==> src/rtl/booth_divider.sv <==
// Sequential signed divider: 2N-bit dividend / N-bit divisor, truncating.
// Ports: clk, rst (async, active-high), in_valid/in_ready + dividend/divisor
// operand handshake, out_valid/out_ready + quotient/remainder/overflow/
// div_zero result handshake. Optional build macro DIV_SATURATE_EN clamps the
// quotient on overflow instead of wrapping to its low N bits.
module booth_divider #(
  parameter int N = 6
) (
  input  logic           clk,
  input  logic           rst,
  input  logic           in_valid,
  output logic           in_ready,
  input  logic [2*N-1:0] dividend,
  input  logic [N-1:0]   divisor,
  output logic           out_valid,
  input  logic           out_ready,
  output logic [N-1:0]   quotient,
  output logic [N-1:0]   remainder,
  output logic           overflow,
  output logic           div_zero
);

  localparam int W  = 2 * N;
  localparam int CW = $clog2(W);

  localparam logic [1:0] IDLE = 2'd0;
  localparam logic [1:0] CALC = 2'd1;
  localparam logic [1:0] FIX  = 2'd2;
  localparam logic [1:0] DONE = 2'd3;

  // Largest positive / negative quotient magnitudes that fit in N bits.
  localparam logic [W-1:0] QPOS = {{(W-N+1){1'b0}}, {(N-1){1'b1}}};
  localparam logic [W-1:0] QNEG = QPOS + W'(1);

  logic [1:0]    state;
  logic [W-1:0]  qm;
  logic [N-1:0]  rm;
  logic [N-1:0]  dm;
  logic          qs;
  logic          rs;
  logic [CW-1:0] cnt;

  logic [W-1:0]  dvd_abs;
  logic [N-1:0]  dvs_abs;
  logic [N:0]    sh;
  logic          ge;
  logic [N-1:0]  rnext;
  logic          ovf;
  logic [N-1:0]  qfix;
  logic [N-1:0]  rfix;

  assign in_ready  = (state == IDLE);
  assign out_valid = (state == DONE);

  always_comb begin
    dvd_abs = dividend[W-1] ? -dividend : dividend;
    dvs_abs = divisor[N-1] ? -divisor : divisor;
    // qm holds unconsumed dividend bits on top, quotient bits fill below.
    sh = {rm, qm[W-1]};
    ge = (sh >= {1'b0, dm});
    // Partial remainder stays below dm, so N-bit modular subtract is exact.
    rnext = ge ? (sh[N-1:0] - dm) : sh[N-1:0];
    ovf  = qs ? (qm > QNEG) : (qm > QPOS);
    qfix = qs ? -qm[N-1:0] : qm[N-1:0];
    rfix = rs ? -rm : rm;
`ifdef DIV_SATURATE_EN
    if (ovf) begin
      qfix = qs ? {1'b1, {(N-1){1'b0}}} : {1'b0, {(N-1){1'b1}}};
    end
`else
`endif
  end

  always_ff @(posedge clk or posedge rst) begin
    if (rst) begin
      state     <= IDLE;
      qm        <= '0;
      rm        <= '0;
      dm        <= '0;
      qs        <= 1'b0;
      rs        <= 1'b0;
      cnt       <= '0;
      quotient  <= '0;
      remainder <= '0;
      overflow  <= 1'b0;
      div_zero  <= 1'b0;
    end else begin
      case (state)
        IDLE: begin
          if (in_valid) begin
            qm  <= dvd_abs;
            rm  <= '0;
            dm  <= dvs_abs;
            qs  <= dividend[W-1] ^ divisor[N-1];
            rs  <= dividend[W-1];
            cnt <= '0;
            if (divisor == '0) begin
              quotient  <= '0;
              remainder <= '0;
              overflow  <= 1'b0;
              div_zero  <= 1'b1;
              state     <= DONE;
            end else begin
              state <= CALC;
            end
          end
        end
        CALC: begin
          qm  <= {qm[W-2:0], ge};
          rm  <= rnext;
          cnt <= cnt + CW'(1);
          if (cnt == CW'(W - 1)) begin
            state <= FIX;
          end
        end
        FIX: begin
          quotient  <= qfix;
          remainder <= rfix;
          overflow  <= ovf;
          div_zero  <= 1'b0;
          state     <= DONE;
        end
        DONE: begin
          if (out_ready) begin
            state <= IDLE;
          end
        end
        default: state <= IDLE;
      endcase
    end
  end

endmodule
==> config.mk <==
export PLATFORM = sky130hd
export DESIGN_NAME = booth_divider
export DESIGN_NICKNAME = d
export VERILOG_FILES = /design/src/rtl/booth_divider.sv
export SDC_FILE = /design/constraint.sdc
export NUM_CORES = 1
export LEC_CHECK = 0
export CORE_MARGIN = 2
export CORE_UTILIZATION = 59
export DETAILED_ROUTE_END_ITERATION = 12
export PLACE_DENSITY = 0.9
export SETUP_SLACK_MARGIN = 0.3
export SYNTH_ARGS = -nofsm -noshare
export SYNTH_HDL_FRONTEND = slang
export SYNTH_SLANG_ARGS = --single-unit
==> constraint.sdc <==
create_clock -name clk -period 5.5 [get_ports clk]
set_input_delay 1.1 -clock clk [delete_from_list [all_inputs] [get_ports clk]]
set_output_delay 1.1 -clock clk [all_outputs]
set_load 0.02 [all_outputs]
==> tab_implementation.tex <==
\begin{tabular}{lr}
\hline
Metric & Value \\
\hline
\multicolumn{2}{l}{\textbf{Status}} \\
\quad Run status & completed \\
\multicolumn{2}{l}{\textbf{Die}} \\
\quad Chip height & 73.3 µm \\
\quad Total number of placement rows & 25 \\
\quad Initial core utilization & 60.5\% \\
\quad Area of the placeable core & 0.00469 mm² \\
\quad Number of ports placed on the die boundary & 38 \\
\quad Die width & around 73 µm \\
\quad Area of the die & around 0.0054 mm² \\
\multicolumn{2}{l}{\textbf{Finish}} \\
\quad Number of diodes added for antenna fixing & 0 \\
\quad Most common cell after layout, fill and taps aside & sky130\_fd\_sc\_hd\_\_dfrtp\_1 \\
\quad Most frequent cells in the layout & sky130\_fd\_sc\_hd\_\_dfrtp\_1, sky130\_fd\_sc\_hd\_\_clkdlybuf4s50\_1, sky130\_fd\_sc\_hd\_\_nand2\_1 \\
\quad Share of post-route cells with drive strength above 1 & 6.15\% \\
\quad Net count, final & 363 \\
\quad Layout-stage area growth over the synthesis result & 17.3\% \\
\multicolumn{2}{l}{\textbf{Setup path}} \\
\quad Worst R2R End & overflow \\
\quad Max FO, Critical Path & 13 \\
\quad Cell-by-cell trace of the critical path & clkdlybuf4s50\_1, inv\_1, ha\_1, or3b\_1, nor4\_2, and2\_2, a21oi\_1, o2bb2ai\_1 \\
\quad CP Data Arrival Time & 3.30 ns \\
\quad Crit path max-delay family & compound AO/OA/AOI/OAI gates \\
\quad Reg-to-reg slack, setup & 3.04 ns \\
\quad Type of element launching the critical path & input port \\
\quad Critical-path cell with the highest stage delay & sky130\_fd\_sc\_hd\_\_a21oi\_1 \\
\quad Element type at the critical path end & flip-flop \\
\quad Category of the most critical setup path & input port to flip-flop \\
\quad Worst reg2reg path startpoint & state[0] \\
\quad Endpoint required time on the critical path & 5.72 ns \\
\quad Worst path buffer plus inverter count & 2 \\
\quad Biggest cell delay along the critical path & approximately 0.80 ns \\
\quad Number of cells on the worst reg-to-reg path & 7 \\
\multicolumn{2}{l}{\textbf{Min path}} \\
\quad Hold Path Stages & 2 \\
\quad Class of the tightest hold or removal check & flip-flop to flip-flop \\
\quad Hold EP & dm[4] \\
\quad Worst hold start & dm[4] \\
\multicolumn{2}{l}{\textbf{Detailed routing}} \\
\quad Average wire length per cell after detail routing & 15.6 µm \\
\quad Initial DRC count & 151 \\
\quad Detail Route Antenna Nets & 0 \\
\quad Residual DRC count & 0 \\
\quad Via count & 2249 \\
\quad DR pass1 iterations & 4 \\
\quad Vias/cell & just under 6 \\
\quad Routed WL & 5920 µm \\
\multicolumn{2}{l}{\textbf{STA}} \\
\quad Hold Slack & 0.491 ns \\
\quad Period utilization & between 50\% and 60\% \\
\quad Total negative setup slack & 0 ns \\
\quad Setup repair after global routing missed its margin & false \\
\quad Final-report hold violation count & 0 \\
\quad Achievable Freq & 0.325 GHz \\
\quad Slew of the pin with the lowest slew margin & approximately 1.0 ns \\
\quad Number of max-slew violations in the final report & 0 \\
\quad Max transition margin & a little under a third \\
\quad Final setup fails & 0 \\
\quad Final Critical Period & 3.08 ns \\
\quad Clock tree skew after final layout & 0.00318 ns \\
\multicolumn{2}{l}{\textbf{Logic synthesis}} \\
\quad Post-synthesis average cell area & between 9 and 10 µm² \\
\quad Proportion of synthesized chip area in sequential cells & 40.6\% \\
\quad Fraction of the mapped netlist area in simple logic gates & 12.9\% \\
\quad Cell variety after synth & 50 \\
\quad Area share of the largest cell type after synthesis & 40.6\% \\
\quad Synth top area cells & sky130\_fd\_sc\_hd\_\_dfrtp\_1, sky130\_fd\_sc\_hd\_\_ha\_1, sky130\_fd\_sc\_hd\_\_mux2i\_1 \\
\quad Post-synthesis xor/xnor area fraction & 7.41\% \\
\quad Post-Synth Adder-Cell Area & 7.76\% \\
\quad Synth Register Bits & 46 \\
\quad Proportion of synthesized area in mux cells & 6.09\% \\
\quad Post-synth EDFFs & 0 \\
\quad Biggest area consumer among synthesized cells & sky130\_fd\_sc\_hd\_\_dfrtp\_1 \\
\quad Async set or reset register ratio after synthesis & 100\% \\
\quad Most frequently used flop master after synthesis & sky130\_fd\_sc\_hd\_\_dfrtp\_1 \\
\quad Synth Net Count & 328 \\
\quad Complex-gate fraction of the synthesized area & 20.6\% \\
\quad Main combinational cell family by area after synthesis & compound AO/OA/AOI/OAI gates \\
\quad Number of cells produced by synthesis & $\sim$290 \\
\quad Number of warning messages in the yosys log & 0 \\
\quad Netlist area before placement & roughly 0.0028 mm² \\
\multicolumn{2}{l}{\textbf{CTS}} \\
\quad Clock-pin slew on the worst setup and hold paths & roughly 0.080 ns \\
\quad Number of buffers added to fix hold violations after cts & 0 \\
\quad Clock tree from TritonCTS & built \\
\quad CTS H-Tree Depth & 2 \\
\quad Root cell of the clock tree & sky130\_fd\_sc\_hd\_\_clkbuf\_8 \\
\quad Maximum clock insertion buffer count & 2 \\
\quad Source-to-sink clock delay at the later pin of the worst-skew pair & 0.30 ns \\
\quad CTS sink cnt & 46 \\
\quad \# resized after CTS & 0 \\
\quad Post-CTS setup buffers & 0 \\
\quad Number of buffers created by CTS & 5 \\
\multicolumn{2}{l}{\textbf{Placement}} \\
\quad Half-perimeter wire length after placement & approximately 4400 µm \\
\quad Last weighted congestion value of the routability-driven placer & around 0.9 \\
\quad Port bufs & 37 \\
\multicolumn{2}{l}{\textbf{Global route}} \\
\quad Remaining global-route overflow & 0 \\
\quad First-pass GRT wire length & $\sim$10000 µm \\
\quad Via count of the first global-routing pass & 2220 \\
\quad Largest net degree at the start of global routing & 47 \\
\quad Number of antenna violations at the first check in global routing & 0 \\
\quad Gr usage total & 24.5\% \\
\multicolumn{2}{l}{\textbf{Pwr}} \\
\quad Static Leak & 1.45 nW \\
\quad Worst VDD drop & 0.000379 V \\
\quad Pwr Density & 560 mW/mm² \\
\multicolumn{2}{l}{\textbf{Flow run}} \\
\quad Max-Cap Viols & 0 \\
\hline
\end{tabular}
==> final cells by class <==
class	instances	area [µm²]
multi-input cells	211	1550
fillers	347	1370
flip-flops and latches	46	1150
repair buffers	39	385
clock buffers	7	86.3
inverters	21	78.8
well taps	54	67.6
clock inverters	1	5.00
==> registers in the layout, indices dropped and copies added, names as in the netlist <==
| name | flops |
|---|---|
| qm | 12 |
| dm | 6 |
| quotient | 6 |
| remainder | 6 |
| rm | 6 |
| cnt | 4 |
| state | 2 |
| div_zero | 1 |
| overflow | 1 |
| qs | 1 |
| rs | 1 |
==> power breakdown <==
part	internal [mW]	switching, mW
Combinational	0.466	0.577
Clock	0.101	0.109
Sequential	0.479	0.130
Total	1.05	0.816
==> Yosys cell counts (6+ instances only) <==
library cell	count
sky130_fd_sc_hd__inv_1	21
sky130_fd_sc_hd__o31ai_1	6
sky130_fd_sc_hd__clkbuf_1	6
sky130_fd_sc_hd__dfrtp_1	46
sky130_fd_sc_hd__xnor2_1	12
sky130_fd_sc_hd__mux2i_1	15
sky130_fd_sc_hd__nor2_1	9
sky130_fd_sc_hd__o2bb2ai_1	13
sky130_fd_sc_hd__o21ai_0	25
sky130_fd_sc_hd__xor2_1	12
sky130_fd_sc_hd__nor2b_1	8
sky130_fd_sc_hd__nand2_1	31
sky130_fd_sc_hd__a21oi_1	8
sky130_fd_sc_hd__ha_1	16
==> per-layer routing <==
metal  global-route usage [%]  routed length (µm)
met1                     33.2                2740
met4                     8.08                 120
met3                     5.49                 278
met5                        0                   0
met2                     39.3                2780
==> stage by stage <==
step | total power, mW | setup slack (ns) | cell area [µm²] | utilization [%] | std cells
global placement | 1.60 | 2.22 | 3240 | 69.0 | 371
floorplan | 1.36 | 2.99 | 2840 | - | 289
detailed placement | 1.65 | 2.12 | 3240 | 69.0 | 371
finish | 1.86 | 2.42 | 3330 | 70.9 | 379
global route | 2.01 | 2.27 | 3330 | 70.9 | 379
CTS | 1.86 | 2.44 | 3330 | 70.9 | 379
==> how the worst max path moves through the flow <==
stage              endpoint  slack [ns]  cells past startpoint        from
2_1_floorplan      overflow        2.99                      8  divisor[0]
6_report           overflow        2.42                      8  divisor[0]
4_1_cts            overflow        2.44                      8  divisor[1]
3_3_place_gp   remainder[3]        2.22                      8  divisor[0]
5_1_grt         quotient[0]        2.27                      8  divisor[1]
3_5_place_dp       overflow        2.12                      8  divisor[1]
==> logic make-up after synthesis <==
group,Yosys count
muxes,17
AOI/OAI and AO/OA,81
and+or+nand+nor,72
xor gates and xnor gates,24
buffers and inverters,32
DFF,46
adders and majority gates,17
==> tightest hold or removal path, stage by stage, from the launching register on <==
cell	delay, ns
sky130_fd_sc_hd__dfrtp_1	0.34
sky130_fd_sc_hd__nand2_1	0.05
sky130_fd_sc_hd__o21ai_0	0.06
Power figures use the tool's default switching activity.
